File: config.mk
export PLATFORM = sky130hd
export DESIGN_NAME = bsg_print_stat_arbiter
export DESIGN_NICKNAME = d
export VERILOG_FILES = /design/src/rtl/bsg_print_stat_arbiter.sv
export SDC_FILE = /design/constraint.sdc
export NUM_CORES = 1
export LEC_CHECK = 0
export CAP_MARGIN = 25
export CORE_ASPECT_RATIO = 1.25
export CORE_MARGIN = 4
export CORE_UTILIZATION = 45
export DETAILED_ROUTE_END_ITERATION = 12
export PLACE_DENSITY = 0.67
export SYNTH_ARGS = -nofsm -noshare
export SYNTH_HDL_FRONTEND = slang
export SYNTH_SLANG_ARGS = --single-unit
File: constraint.sdc
create_clock -name clk_i -period 5.41 [get_ports clk_i]
set_input_delay 0.541 -clock clk_i [delete_from_list [all_inputs] [get_ports clk_i]]
set_output_delay 0.541 -clock clk_i [all_outputs]
set_load 0.1 [all_outputs]
File: src/rtl/bsg_print_stat_arbiter.sv
// Merges per-port print-stat snoop events through per-port FIFOs and a round-robin output stage.
// Optional capture timestamps are enabled by defining BSG_PRINT_STAT_TIMESTAMP_EN.
module bsg_print_stat_arbiter #(
  parameter int unsigned num_ports_p  = 2,
  parameter int unsigned data_width_p = 32,
  parameter int unsigned els_p        = 4,
  parameter int unsigned ts_width_p   = 32
) (
  input  logic                                  clk_i,
  input  logic                                  reset_n_i,
  input  logic [num_ports_p-1:0]                v_i,
  input  logic [num_ports_p*data_width_p-1:0]   tag_i,
  output logic                                  v_o,
  input  logic                                  ready_i,
  output logic [data_width_p-1:0]               tag_o,
  output logic [((num_ports_p > 1) ? $clog2(num_ports_p) : 1)-1:0] port_o,
  output logic [ts_width_p-1:0]                 timestamp_o,
  input  logic                                  clear_i,
  output logic [num_ports_p-1:0]                overflow_o,
  output logic [31:0]                           drop_count_o
);

  localparam int unsigned PortW = (num_ports_p > 1) ? $clog2(num_ports_p) : 1;
  localparam int unsigned AddrW = $clog2(els_p);
  localparam int unsigned CntW  = AddrW + 1;

  typedef enum logic {IDLE = 1'b0, HOLD = 1'b1} state_e;

  state_e                  state_q;
  logic [PortW-1:0]        ptr_q, gnt_idx, port_q;
  logic                    gnt_v, load;
  logic [data_width_p-1:0] tag_q, sel_tag;
  logic [data_width_p-1:0] tag_in    [num_ports_p];
  logic [data_width_p-1:0] tag_mem_q [num_ports_p][els_p];
  logic [AddrW-1:0]        wr_ptr_q  [num_ports_p];
  logic [AddrW-1:0]        rd_ptr_q  [num_ports_p];
  logic [CntW-1:0]         cnt_q     [num_ports_p];
  logic [num_ports_p-1:0]  nonempty, pop, deq, enq, drop;
  logic [num_ports_p-1:0]  overflow_q;
  logic [31:0]             drop_cnt_q;
  logic [32:0]             n_drop, drop_sum;

  always_comb begin
    for (int unsigned p = 0; p < num_ports_p; p++) begin
      tag_in[p] = tag_i[p*data_width_p +: data_width_p];
    end
  end

  // An incoming strobe on an empty FIFO counts as its head, giving single-cycle latency.
  always_comb begin
    for (int unsigned p = 0; p < num_ports_p; p++) begin
      nonempty[p] = (cnt_q[p] != '0) || v_i[p];
    end
  end

  always_comb begin : grant_comb
    int unsigned idx;
    gnt_v   = 1'b0;
    gnt_idx = '0;
    idx     = 0;
    for (int unsigned i = 0; i < num_ports_p; i++) begin
      idx = (32'(ptr_q) + i) % num_ports_p;
      if (!gnt_v && nonempty[idx[PortW-1:0]]) begin
        gnt_v   = 1'b1;
        gnt_idx = idx[PortW-1:0];
      end
    end
  end

  assign load = gnt_v && ((state_q == IDLE) || ready_i);

  // Bypassed events (granted while their FIFO is empty) are never written into storage.
  always_comb begin
    for (int unsigned p = 0; p < num_ports_p; p++) begin
      pop[p]  = load && (gnt_idx == PortW'(p));
      deq[p]  = pop[p] && (cnt_q[p] != '0);
      enq[p]  = v_i[p] && !(pop[p] && (cnt_q[p] == '0))
                && ((cnt_q[p] != CntW'(els_p)) || pop[p]);
      drop[p] = v_i[p] && (cnt_q[p] == CntW'(els_p)) && !pop[p];
    end
  end

  always_comb begin
    sel_tag = tag_mem_q[gnt_idx][rd_ptr_q[gnt_idx]];
    if (cnt_q[gnt_idx] == '0) sel_tag = tag_in[gnt_idx];
  end

  always_ff @(posedge clk_i or negedge reset_n_i) begin
    if (!reset_n_i) begin
      for (int unsigned p = 0; p < num_ports_p; p++) begin
        wr_ptr_q[p] <= '0;
        rd_ptr_q[p] <= '0;
        cnt_q[p]    <= '0;
      end
    end else begin
      for (int unsigned p = 0; p < num_ports_p; p++) begin
        if (enq[p]) wr_ptr_q[p] <= wr_ptr_q[p] + AddrW'(1);
        if (deq[p]) rd_ptr_q[p] <= rd_ptr_q[p] + AddrW'(1);
        cnt_q[p] <= cnt_q[p] + CntW'(enq[p]) - CntW'(deq[p]);
      end
    end
  end

  always_ff @(posedge clk_i) begin
    for (int unsigned p = 0; p < num_ports_p; p++) begin
      if (enq[p]) tag_mem_q[p][wr_ptr_q[p]] <= tag_in[p];
    end
  end

  // Output stage: IDLE/HOLD with a loaded output register and round-robin pointer.
  always_ff @(posedge clk_i or negedge reset_n_i) begin
    if (!reset_n_i) begin
      state_q <= IDLE;
      ptr_q   <= '0;
      tag_q   <= '0;
      port_q  <= '0;
    end else if (load) begin
      state_q <= HOLD;
      tag_q   <= sel_tag;
      port_q  <= gnt_idx;
      ptr_q   <= (32'(gnt_idx) == num_ports_p - 1) ? '0 : gnt_idx + PortW'(1);
    end else if ((state_q == HOLD) && ready_i) begin
      state_q <= IDLE;
    end
  end

  // Drops in a clear cycle land on top of the cleared statistics.
  always_comb begin
    n_drop = '0;
    for (int unsigned p = 0; p < num_ports_p; p++) begin
      n_drop = n_drop + 33'(drop[p]);
    end
    drop_sum = (clear_i ? 33'd0 : {1'b0, drop_cnt_q}) + n_drop;
  end

  always_ff @(posedge clk_i or negedge reset_n_i) begin
    if (!reset_n_i) begin
      overflow_q <= '0;
      drop_cnt_q <= '0;
    end else begin
      overflow_q <= (clear_i ? '0 : overflow_q) | drop;
      drop_cnt_q <= drop_sum[32] ? 32'hFFFF_FFFF : drop_sum[31:0];
    end
  end

`ifdef BSG_PRINT_STAT_TIMESTAMP_EN
  logic [ts_width_p-1:0] ts_cnt_q, ts_out_q, sel_ts;
  logic [ts_width_p-1:0] ts_mem_q [num_ports_p][els_p];

  always_ff @(posedge clk_i or negedge reset_n_i) begin
    if (!reset_n_i) begin
      ts_cnt_q <= '0;
      ts_out_q <= '0;
    end else begin
      ts_cnt_q <= ts_cnt_q + ts_width_p'(1);
      if (load) ts_out_q <= sel_ts;
    end
  end

  always_ff @(posedge clk_i) begin
    for (int unsigned p = 0; p < num_ports_p; p++) begin
      if (enq[p]) ts_mem_q[p][wr_ptr_q[p]] <= ts_cnt_q;
    end
  end

  always_comb begin
    sel_ts = ts_mem_q[gnt_idx][rd_ptr_q[gnt_idx]];
    if (cnt_q[gnt_idx] == '0) sel_ts = ts_cnt_q;
  end

  assign timestamp_o = ts_out_q;
`else
  assign timestamp_o = '0;
`endif

  assign v_o          = (state_q == HOLD);
  assign tag_o        = tag_q;
  assign port_o       = port_q;
  assign overflow_o   = overflow_q;
  assign drop_count_o = drop_cnt_q;

endmodule

==> results of run 1 <==
[worst paths after layout]
check	from	endpoint	cells past startpoint
max	v_i[0]	drop_count_o[18]	14
max in group asynchronous	reset_n_i	rd_ptr_q[1]	2
max reg2reg	cnt_q[3]	drop_count_o[18]	13
min	reset_n_i	drop_count_o[22]	1
min in group clk_i	tag_o[2]	tag_o[2]	2
min reg2reg	tag_o[2]	tag_o[2]	2
[power by group through the flow]
stage,clock network [uW],registers [uW],logic [uW]
CTS,2360,3860,3680
finish,2320,3850,3630
global route,2480,3920,3880
global placement,0,3890,3620
detailed placement,0,3910,3660
floorplan,0,4630,1930
[final cells by class]
| cell class | count | share of cell area |
|---|---|---|
| flip-flops and latches | 339 | 0.572 |
| multi-input cells | 489 | 0.240 |
| repair buffers | 152 | 0.0880 |
| clock buffers | 40 | 0.0542 |
| well taps | 407 | 0.0298 |
| clock inverters | 20 | 0.0104 |
| inverters | 21 | 0.00462 |
| diodes | 2 | 0.000293 |
[registers in the layout, indices dropped and copies added (netlist names)]
name and count:
tag_mem_q 256, drop_count_o 32, tag_o 32, cnt_q 6
rd_ptr_q 4, wr_ptr_q 4, overflow_o 2, port_o 1
ptr_q 1, v_o 1
[synthesized netlist by cell type (6+ instances only)]
cell	n	area, um^2
mux4_2	64	1440
a221oi_1	32	280
buf_4	32	240
clkbuf_1	40	150
nand3_1	46	230
xnor2_1	21	184
xor2_1	16	140
dfrtp_1	83	2080
ha_1	13	163
edfxtp_1	256	7690
nand4_1	11	68.8
and3_1	17	106
nand2b_1	7	43.8
o211ai_1	32	240
buf_2	17	85.1
nor2b_1	6	37.5
inv_1	21	78.8
nand2_1	51	191
a21oi_1	36	180
o21ai_0	24	120
nor2_1	46	173
[cell families after synthesis]
family | share of synthesized area
xor+xnor | 0.0227
flops | 0.684
compound gates | 0.0629
mux | 0.104
buf+inv | 0.0388
other cells | 0.000263
simple gates | 0.0712
fa+ha+maj | 0.0156
[worst reg2reg max path: stages, from the launching register on]
cell and delay [ns]:
dfrtp_1 0.43, nor4_4 0.27, buf_4 0.26, nor2_1 0.13, o21ai_0 0.18, nand4_1 0.18, fa_1 0.48, inv_1 0.10
ha_1 0.20, nand4_1 0.16, nor2_1 0.48, and3_1 0.33, nand2_1 0.53, o21ai_0 0.26
[layer usage]
| metal | vias to the layer above | global-route usage |
|---|---|---|
| met5 | - | 0 |
| met4 | 2 | 0.0493 |
| met3 | 48 | 0.0343 |
| met2 | 243 | 0.326 |
| met1 | 4269 | 0.245 |
| li1 | 3705 | - |
[per-stage QoR]
stage	setup WS [ns]	power (uW)	hold slack, ns	cells	utilization
after floorplan	1.94	6560	0.245	938	-
after global placement	0.741	7510	0.505	1407	0.513
after detailed placement	0.615	7570	0.508	1408	0.514
after CTS	1.15	9910	0.0343	1468	0.549
after global routing	0.731	10300	0.0548	1469	0.549
final	1.19	9790	0.0212	1470	0.549
==> key figures, run 1 <==
Logic synthesis
  – Post-synthesis cell count: 907
  – FFs w/ async S/R, synth: 0.245
  – #FFs+latches synth: 339
  – Netlist cell types: 46
  – Post-synth EDFFs: 256
  – Average cell area after synthesis: 15.7 um^2
  – Yosys warnings: 0
  – Main flop type after synthesis: edfxtp_1
  – Post-Syn Area: 14300 um^2
  – Part of the Yosys area used for sequential elements: 0.684

Timing
  – Setup Skew: 0.0206 ns
  – Final Hold Vio Count: 0
  – Final Cycle Share: 0.780
  – Worst slew pin tran: 1.05 ns
  – Post-route minimum period: 4.22 ns
  – RSZ-0062 raised after global routing: no
  – Max Slew Vio Count: 0
  – Setup TNS: 0 ns
  – Max Clk Rate: 0.237 GHz
  – Rel. slew slack: 0.299
  – Finish-stage setup viols: 0

Setup path
  – CP Data Arrival Time: 4.64 ns
  – CP delay by family, top: simple AND/OR/NAND/NOR gates
  – Critical Path Max Stage Delay: 0.56 ns
  – Nature of the critical path startpoint: input pin
  – Crit path max fanout: 29
  – Buf+Inv Stages, Crit Path: 3
  – Worst endpoint required time: 5.83 ns
  – Worst setup EP type: flop
  – Crit Path Category: in -> reg
  – Reg2Reg Setup Slack: 1.33 ns
  – Worst path cell trace: clkdlybuf4s50_1 -> nor4_4 -> buf_4 -> nor2_1 -> o21ai_0 -> nand4_1 -> fa_1 -> inv_1 -> ha_1 -> nand4_1 -> nor2_1 -> and3_1 -> nand2_1 -> o21ai_0
  – CP max-delay cell: clkdlybuf4s50_1

Clock network
  – Maximum clock path buffer count: 3
  – Worst-Skew Late Latency: 0.51 ns
  – CTS HTree Levels: 2
  – CTS buffer count: 34
  – Setup bufs post-CTS: 0
  – Clk sinks: 339
  – Hold_buf cts: 0
  – Clock transition at path regs: 0.06 ns
  – Number of gates resized after CTS: 0
  – CTS tree: done
  – Clock root buffer: clkbuf_16

Final layout
  – Most frequent cells in the layout: edfxtp_1, clkdlybuf4s50_1, dfrtp_1, mux4_2, nand2_1
  – Cell area after layout: 17100 um^2
  – Fillers: 2476
  – Most common library cell in the layout ignoring fill and taps: edfxtp_1
  – Layout cells sized above 1: 0.146
  – Multi-input logic area: 4110 um^2
  – Nets: 1123
  – Area delta synth->final: 19.6%
  – Flip-flop and latch area: 9770 um^2

Floorplan
  – Die X-Extent: 167 um
  – Core Region: 31100 um^2
  – Std cell rows: 72
  – Die area: 34600 um^2
  – Die height: 207 um
  – Ports: 170
  – Initial core utilization: 0.459

Place
  – RePlAce Congestion: 0.751
  – Hpwl dp: 19.8 mm
  – # port buffers: 137
  – Placed Area: 16000 um^2

Global route
  – Gr ovfl total: 0
  – Initial antenna violation count: 3
  – First-pass GRT wire length: 51.3 mm
  – Vias in the first global route: 8775
  – Largest net degree at the start of global routing: 47
  – Overall Global Routing Usage: 0.188

Pwr
  – Clk pwr share: 0.237
  – Sequential power share: 0.393
  – Switch Pwr: 3710 uW
  – Leak: 0.00605 uW
  – Comb pwr share: 0.370
  – Net Sw Frac: 0.379
  – Internal Power: 6080 uW
  – PD cells: 574 nW/um^2
  – Worst IR Drop VDD: 473 uV

Detailed routing
  – DR iter-0 viols: 673
  – DR vias/cell: 5.62
  – Top layer in use: met5
  – DR WL met3: 1.87 mm
  – DR pass1 iterations: 5
  – Met2 routed WL: 17.1 mm
  – Metal-1 WL: 13.0 mm
  – Vias after detailed routing: 8267
  – Final antenna-violating net count: 0
  – Routed wire length: 32.7 mm
  – Wirelength per Cell: 22.2 um
  – Residual DRC count: 0

Worst hold path
  – HP Class: in -> async

Job
  – Max-Cap Viols: 0

Status
  – Outcome: complete, no violations
Power figures use the tool's default switching activity.
==> inputs of run 2 (changes only) <==
clock period = 4.25 ns   (was 5.41 ns; I/O delays follow)
==> key figures, run 2 (synthesis gave the netlist of run 1 again) <==
Status
  – Outcome: finished, violations left
  – Failing checks: negative hold slack

Place
  – Placed cells: 1420 (+0.85%)
  – # port buffers: 137 (unchanged)
  – Hpwl dp: 20.1 mm (+1.8%)
  – RePlAce Congestion: 0.778 (+3.6%)

Final layout
  – Most common library cell in the layout ignoring fill and taps: edfxtp_1
  – Fillers: 2487 (+0.44%)
  – Max reg flops: 256 (unchanged)
  – Layout cells sized above 1: 0.161 (+0.0148)
  – Most frequent cells in the layout: edfxtp_1, clkdlybuf4s50_1, dfrtp_1, mux4_2, nand2_1
  – Final Util: 0.556 (+0.00717)
  – Nets: 1136 (+1.2%)
  – Area delta synth->final: 21.2%
  – Finished Layout Cells: 1483 (+0.88%)

Clock network
  – Worst-Skew Late Latency: 0.51 ns (about the same)
  – Number of gates resized after CTS: 0 (unchanged)
  – CTS buffer count: 35 (+2.9%)
  – Setup bufs post-CTS: 0 (unchanged)
  – Hold_buf cts: 0 (unchanged)
  – Clk sinks: 339 (unchanged)
  – CTS HTree Levels: 2 (unchanged)
  – Clock root buffer: clkbuf_16
  – Clock transition at path regs: 0.06 ns (about the same)
  – Maximum clock path buffer count: 3 (unchanged)
  – CTS tree: done

Timing
  – Max Clk Rate: 0.302 GHz
  – Max Slew Vio Count: 0 (unchanged)
  – Worst slew pin tran: 1.02 ns (-0.0239 ns)
  – Final Cycle Share: 0.778
  – Hold WS: -0.0239 ns (-0.0451 ns)
  – RSZ-0062 raised after global routing: no
  – Final Hold Vio Count: 10 (+10)
  – Post-route minimum period: 3.31 ns
  – Finish-stage setup viols: 0 (unchanged)
  – Setup Skew: 0.0119 ns (-0.00864 ns)
  – Rel. slew slack: 0.315 (+0.0160)
  – Setup TNS: 0 ns (unchanged)

Detailed routing
  – DR iter-0 viols: 567 (-16%)
  – Wirelength per Cell: 22.3 um (+0.38%)
  – DR pass1 iterations: 4 (-1)
  – Met2 routed WL: 17.4 mm (+1.5%)
  – Final antenna-violating net count: 0 (unchanged)
  – Routed wire length: 33.1 mm (+1.3%)
  – DR WL met3: 1.77 mm (-5.2%)
  – Metal-1 WL: 13.2 mm (+2.1%)
  – Residual DRC count: 0 (unchanged)
  – Top layer in use: met5
  – DR vias/cell: 5.64 (+0.33%)
  – Vias after detailed routing: 8368 (+1.2%)

Setup path
  – CP max-delay cell: clkdlybuf4s50_1
  – Crit path max fanout: 23 (-21%)
  – Critical Path Max Stage Delay: 0.56 ns (about the same)
  – Worst endpoint required time: 4.68 ns (-1.15 ns)
  – Worst setup EP type: flop
  – Worst path cell trace: clkdlybuf4s50_1 -> nor4_4 -> nor2_1 -> o21ai_0 -> nand4_1 -> fa_1 -> inv_1 -> ha_1 -> nand4_1 -> nor2_1 -> and3_1 -> nand2_1 -> buf_4 -> o21ai_0
  – Crit Path Category: in -> reg
  – CP Data Arrival Time: 3.74 ns (-0.90 ns)
  – R2r worst-path depth: 13 (unchanged)
  – Nature of the critical path startpoint: input pin

Pwr
  – Net Sw Frac: 0.373 (-0.00644)
  – Internal Power: 7990 uW (+31%)
  – Clk pwr share: 0.249 (+0.012)
  – Switch Pwr: 4740 uW (+28%)
  – Sequential power share: 0.386 (-0.007)
  – PD cells: 736 nW/um^2 (+28%)
  – Worst IR Drop VDD: 485 uV (+2.5%)
  – Leak: 0.00618 uW (+2.2%)
  – Comb pwr share: 0.364 (-0.006)

Floorplan
  – Die X-Extent: 167 um (unchanged)
  – Die area: 34600 um^2 (unchanged)
  – Core Region: 31100 um^2 (unchanged)
  – Std cell rows: 72 (unchanged)
  – Initial core utilization: 0.459 (unchanged)
  – Ports: 170 (unchanged)
  – Die height: 207 um (unchanged)

Global route
  – Initial antenna violation count: 2 (-1)
  – Gr ovfl total: 0 (unchanged)
  – First-pass GRT wire length: 51.2 mm (-0.19%)
  – Vias in the first global route: 8800 (+0.28%)
  – Overall Global Routing Usage: 0.188 (about the same)
  – Largest net degree at the start of global routing: 58 (+23%)

Job
  – Max-Cap Viols: 0 (unchanged)

Worst hold path
  – HP Class: in -> async
-- run 2: changes by cell type in the layout (fill, tap and decap cells not counted), sizes merged --
| cell | change |
|---|---|
| buf | +12 |
| clkbuf | +6 |
| clkinvlp | -2 |
| inv | -2 |
| bufinv | +1 |
| clkinv | -1 |
| diode | -1 |
-- run 2: layout make-up --
| class | count | area [um^2] | area share |
|---|---|---|---|
| antenna | 1 | 2.50 | 0.000145 |
| clock buffer | 46 | 1030 | 0.0596 |
| multi-input combinational | 489 | 4110 | 0.237 |
| tap | 407 | 509 | 0.0294 |
| timing repair buffer | 164 | 1620 | 0.0938 |
| inverter | 21 | 78.8 | 0.00456 |
| sequential | 339 | 9770 | 0.565 |
| clock inverter | 16 | 176 | 0.0102 |
-- run 2: critical path: cells and delay by family --
family | cells | cell delay [ns]
and+or+nand+nor | 7 | 1.43
adders and majority gates | 2 | 0.68
AOI/OAI and AO/OA | 2 | 0.29
buffers and inverters | 3 | 0.91
-- run 2: power groups by stage --
stage	clock (uW)	combinational (uW)	sequential (uW)
after CTS	3230	4710	4950
final	3170	4640	4920
after global routing	3370	4940	5010
after floorplan	0	2450	5890
after detailed placement	0	4690	5000
after global placement	0	4650	4970
-- run 2: routing by layer --
| metal | vias up | track usage |
|---|---|---|
| li1 | 3719 | - |
| met1 | 4347 | 0.241 |
| met2 | 253 | 0.329 |
| met3 | 47 | 0.0359 |
| met4 | 2 | 0.0484 |
| met5 | - | 0 |
-- run 2: path summary, 6_finish.rpt --
path,startpoint,endpoint,slack (ns)
worst max-delay path,v_i[0],drop_count_o[7],0.94
worst max register to register,cnt_q[3],drop_count_o[7],0.96
worst min-delay path,reset_n_i,drop_count_o[22],-0.02
worst min register to register,tag_o[11],tag_o[11],0.52
max in group asynchronous,reset_n_i,rd_ptr_q[3],3.31
min in group clk_i,tag_o[11],tag_o[11],0.52
-- run 2: through the flow --
stage / cell area, um^2 / hold WS [ns] / power [uW] / setup WS [ns]
2_1_floorplan: 14400 / 0.129 / 8350 / 0.776
3_3_place_gp: 16100 / 0.507 / 9620 / 0.544
3_5_place_dp: 16100 / 0.517 / 9700 / 0.407
4_1_cts: 17300 / 0.00877 / 12900 / 0.936
5_1_grt: 17300 / 0.0482 / 13300 / 0.644
6_report: 17300 / -0.0239 / 12700 / 0.942
==> inputs of run 3 (changes only) <==
PLACE_DENSITY = 0.69   (was 0.67)
clock period = 2.75 ns   (was 4.25 ns; I/O delays follow)
==> key figures, run 3 (synthesis gave the netlist of run 1 again) <==
Global route
  – Overall Global Routing Usage: 0.191 (+0.00323)
  – Gr ovfl total: 0 (unchanged)
  – GR Util met3: 0.0299 (-0.00591)
  – Initial antenna violation count: 1 (-1)
  – Largest net degree at the start of global routing: 45 (-22%)
  – First-pass GRT wire length: 52.1 mm (+1.8%)
  – M2 GR Usage: 0.327 (-0.00195)
  – GR Util met1: 0.259 (+0.0180)
  – GRT busiest layer: met2
  – Vias in the first global route: 8858 (+0.66%)

Floorplan
  – Ports: 170 (unchanged)
  – Die area: 34600 um^2 (unchanged)
  – Die height: 207 um (unchanged)
  – Std cell rows: 72 (unchanged)
  – Core Region: 31100 um^2 (unchanged)
  – Initial core utilization: 0.459 (unchanged)
  – Die X-Extent: 167 um (unchanged)

Setup path
  – CP max-delay cell: dfrtp_1
  – CP delay by family, top: simple AND/OR/NAND/NOR gates
  – Worst path cell trace: nor4_4 -> nor2_2 -> o21ai_1 -> nand4_1 -> fa_2 -> inv_2 -> ha_4 -> nand4_1 -> buf_4 -> nor2_4 -> and3_4 -> nand2_4 -> buf_12 -> o21ai_0
  – Critical Path Max Stage Delay: 0.41 ns (-0.15 ns)
  – Crit path max fanout: 23 (unchanged)
  – Nature of the critical path startpoint: flop
  – Worst endpoint required time: 3.16 ns (-1.52 ns)
  – Worst setup EP type: flop
  – Crit-path most repeated cell: nand4_1
  – CP Data Arrival Time: 3.15 ns (-0.59 ns)
  – Buf+Inv Stages, Crit Path: 3 (unchanged)
  – Crit Path Category: reg -> reg

Final layout
  – Fillers: 2446 (-1.6%)
  – Most frequent cells in the layout: edfxtp_1, buf_4, dfrtp_1, clkdlybuf4s50_1, mux4_2
  – Layout cells sized above 1: 0.264 (+0.103)
  – Most common library cell in the layout ignoring fill and taps: edfxtp_1
  – Final Util: 0.566 (+0.00966)
  – Area delta synth->final: 23.3%
  – Nets: 1179 (+3.8%)
  – Max reg flops: 256 (unchanged)

Pwr
  – Internal Power: 12300 uW (+55%)
  – Comb pwr share: 0.403 (+0.039)
  – Sequential power share: 0.365 (-0.021)
  – Worst IR Drop VDD: 866 uV (+79%)
  – Net Sw Frac: 0.376 (+0.00385)
  – PnR Total Power: 19800 uW (+55%)
  – Clk pwr share: 0.232 (-0.017)
  – PD cells: 1120 nW/um^2 (+53%)
  – Leak: 0.00649 uW (+4.9%)
  – Switch Pwr: 7450 uW (+57%)

Timing
  – RSZ-0062 raised after global routing: yes
  – Hold WS: 0.334 ns (+0.358 ns)
  – Final Cycle Share: 0.996
  – Max Slew Vio Count: 0 (unchanged)
  – Rel. slew slack: 0.598 (+0.282)
  – Worst slew pin tran: 0.604 ns (-0.420 ns)
  – Finish-stage setup viols: 0 (unchanged)
  – Max Clk Rate: 0.365 GHz
  – Post-route minimum period: 2.74 ns
  – Final Hold Vio Count: 0 (-10)
  – Setup Skew: 0.0231 ns (+0.0111 ns)

Detailed routing
  – Wirelength per Cell: 21.8 um (-2.3%)
  – Residual DRC count: 0 (unchanged)
  – DR iter-0 viols: 554 (-2.3%)
  – Routed wire length: 33.3 mm (+0.53%)
  – DR pass1 iterations: 5 (+1)
  – Vias after detailed routing: 8472 (+1.2%)
  – DR vias/cell: 5.55 (-1.6%)
  – Final antenna-violating net count: 0 (unchanged)

Clock network
  – Clock transition at path regs: 0.06 ns (about the same)
  – CTS HTree Levels: 2 (unchanged)
  – Clk sinks: 339 (unchanged)
  – Maximum clock path buffer count: 3 (unchanged)
  – CTS tree: done
  – CTS buffer count: 34 (-2.9%)
  – Worst-Skew Late Latency: 0.51 ns (about the same)
  – Clock root buffer: clkbuf_16

Worst hold path
  – HP Class: in -> async

Place
  – # port buffers: 137 (unchanged)
  – RePlAce Congestion: 0.758 (-2.5%)
  – Hpwl dp: 20.7 mm (+2.8%)

Status
  – Outcome: complete, no violations

Job
  – Max-Cap Viols: 0 (unchanged)
run 3: changes by cell type in the layout (fill, tap and decap cells not counted), moves of 4 or more:
| cell | change |
|---|---|
| buf_12 | +10 |
| buf_4 | +97 |
| buf_6 | +4 |
| clkbuf_1 | +10 |
| clkbuf_8 | -5 |
| clkdlybuf4s50_1 | -68 |
| clkinv_2 | -5 |
| o21ai_0 | -15 |
| o21ai_1 | +9 |
| o21ai_2 | +5 |
run 3: power groups by stage:
| stage | clock network [uW] | registers, uW | logic, uW |
|---|---|---|---|
| 6_report | 4590 | 7220 | 7980 |
| 3_3_place_gp | 0 | 7260 | 7880 |
| 3_5_place_dp | 0 | 7320 | 7940 |
| 4_1_cts | 4680 | 7230 | 8000 |
| 5_1_grt | 4910 | 7320 | 8530 |
| 2_1_floorplan | 0 | 9110 | 3800 |
run 3: path summary, 6_finish.rpt:
path                           start  slack (ns)          endpoint  cells after the start
setup / recovery            cnt_q[3]        0.01  drop_count_o[25]                     14
hold / removal             reset_n_i        0.33  drop_count_o[17]                      2
setup reg to reg            cnt_q[3]        0.01  drop_count_o[25]                     14
hold reg to reg               port_o        0.51            port_o                      2
max in group asynchronous  reset_n_i        1.63  drop_count_o[25]                      3
min in group clk_i         tag_i[48]        0.44  tag_mem_q[1][16]                      1
run 3: worst register-to-register path: cells and delay by family (launching register included):
family / cells / cell delay [ns]
AO/OA/AOI/OAI: 2 / 0.23
AND/OR/NAND/NOR: 7 / 1.07
flip-flops: 1 / 0.41
buffers and inverters: 3 / 0.42
adder cells (fa/ha/maj): 2 / 0.51
run 3: layout make-up:
cell class,instances,area [um^2],area share
well taps,407,509,0.0289
flip-flops and latches,339,9770,0.555
clock buffers,48,925,0.0526
diodes,1,2.50,0.000142
clock inverters,13,168,0.00953
multi-input cells,489,4220,0.240
inverters,21,78.8,0.00448
repair buffers,208,1920,0.109
run 3: routing by layer:
metal | up-vias | wire length [um]
li1 | 3822 | -
met1 | 4342 | 13700
met2 | 270 | 17000
met3 | 38 | 1930
met4 | 0 | 563
met5 | - | 0
run 3: per-stage QoR:
step                      instances  cell area, um^2  setup WS (ns)  TNS (ns)
after detailed placement       1454            16300         -0.451    -11.75
after floorplan                 938            14400         -0.205     -3.90
after CTS                      1519            17500        -0.0113   -0.0283
after global routing           1526            17600         -0.236     -5.80
final                          1526            17600        0.00966         0
after global placement         1454            16300         -0.328     -8.76
run 3: repair_timing:
item / CTS / global route
endpoints found under the setup margin: 28 / 34
setup buffers: 3 / 6
gates cloned: 0 / 0
resized for setup: 7 / 22
hold buffers: 1 / 0
endpoints found under the hold margin: 42 / 0
pin swaps: 8 / 13
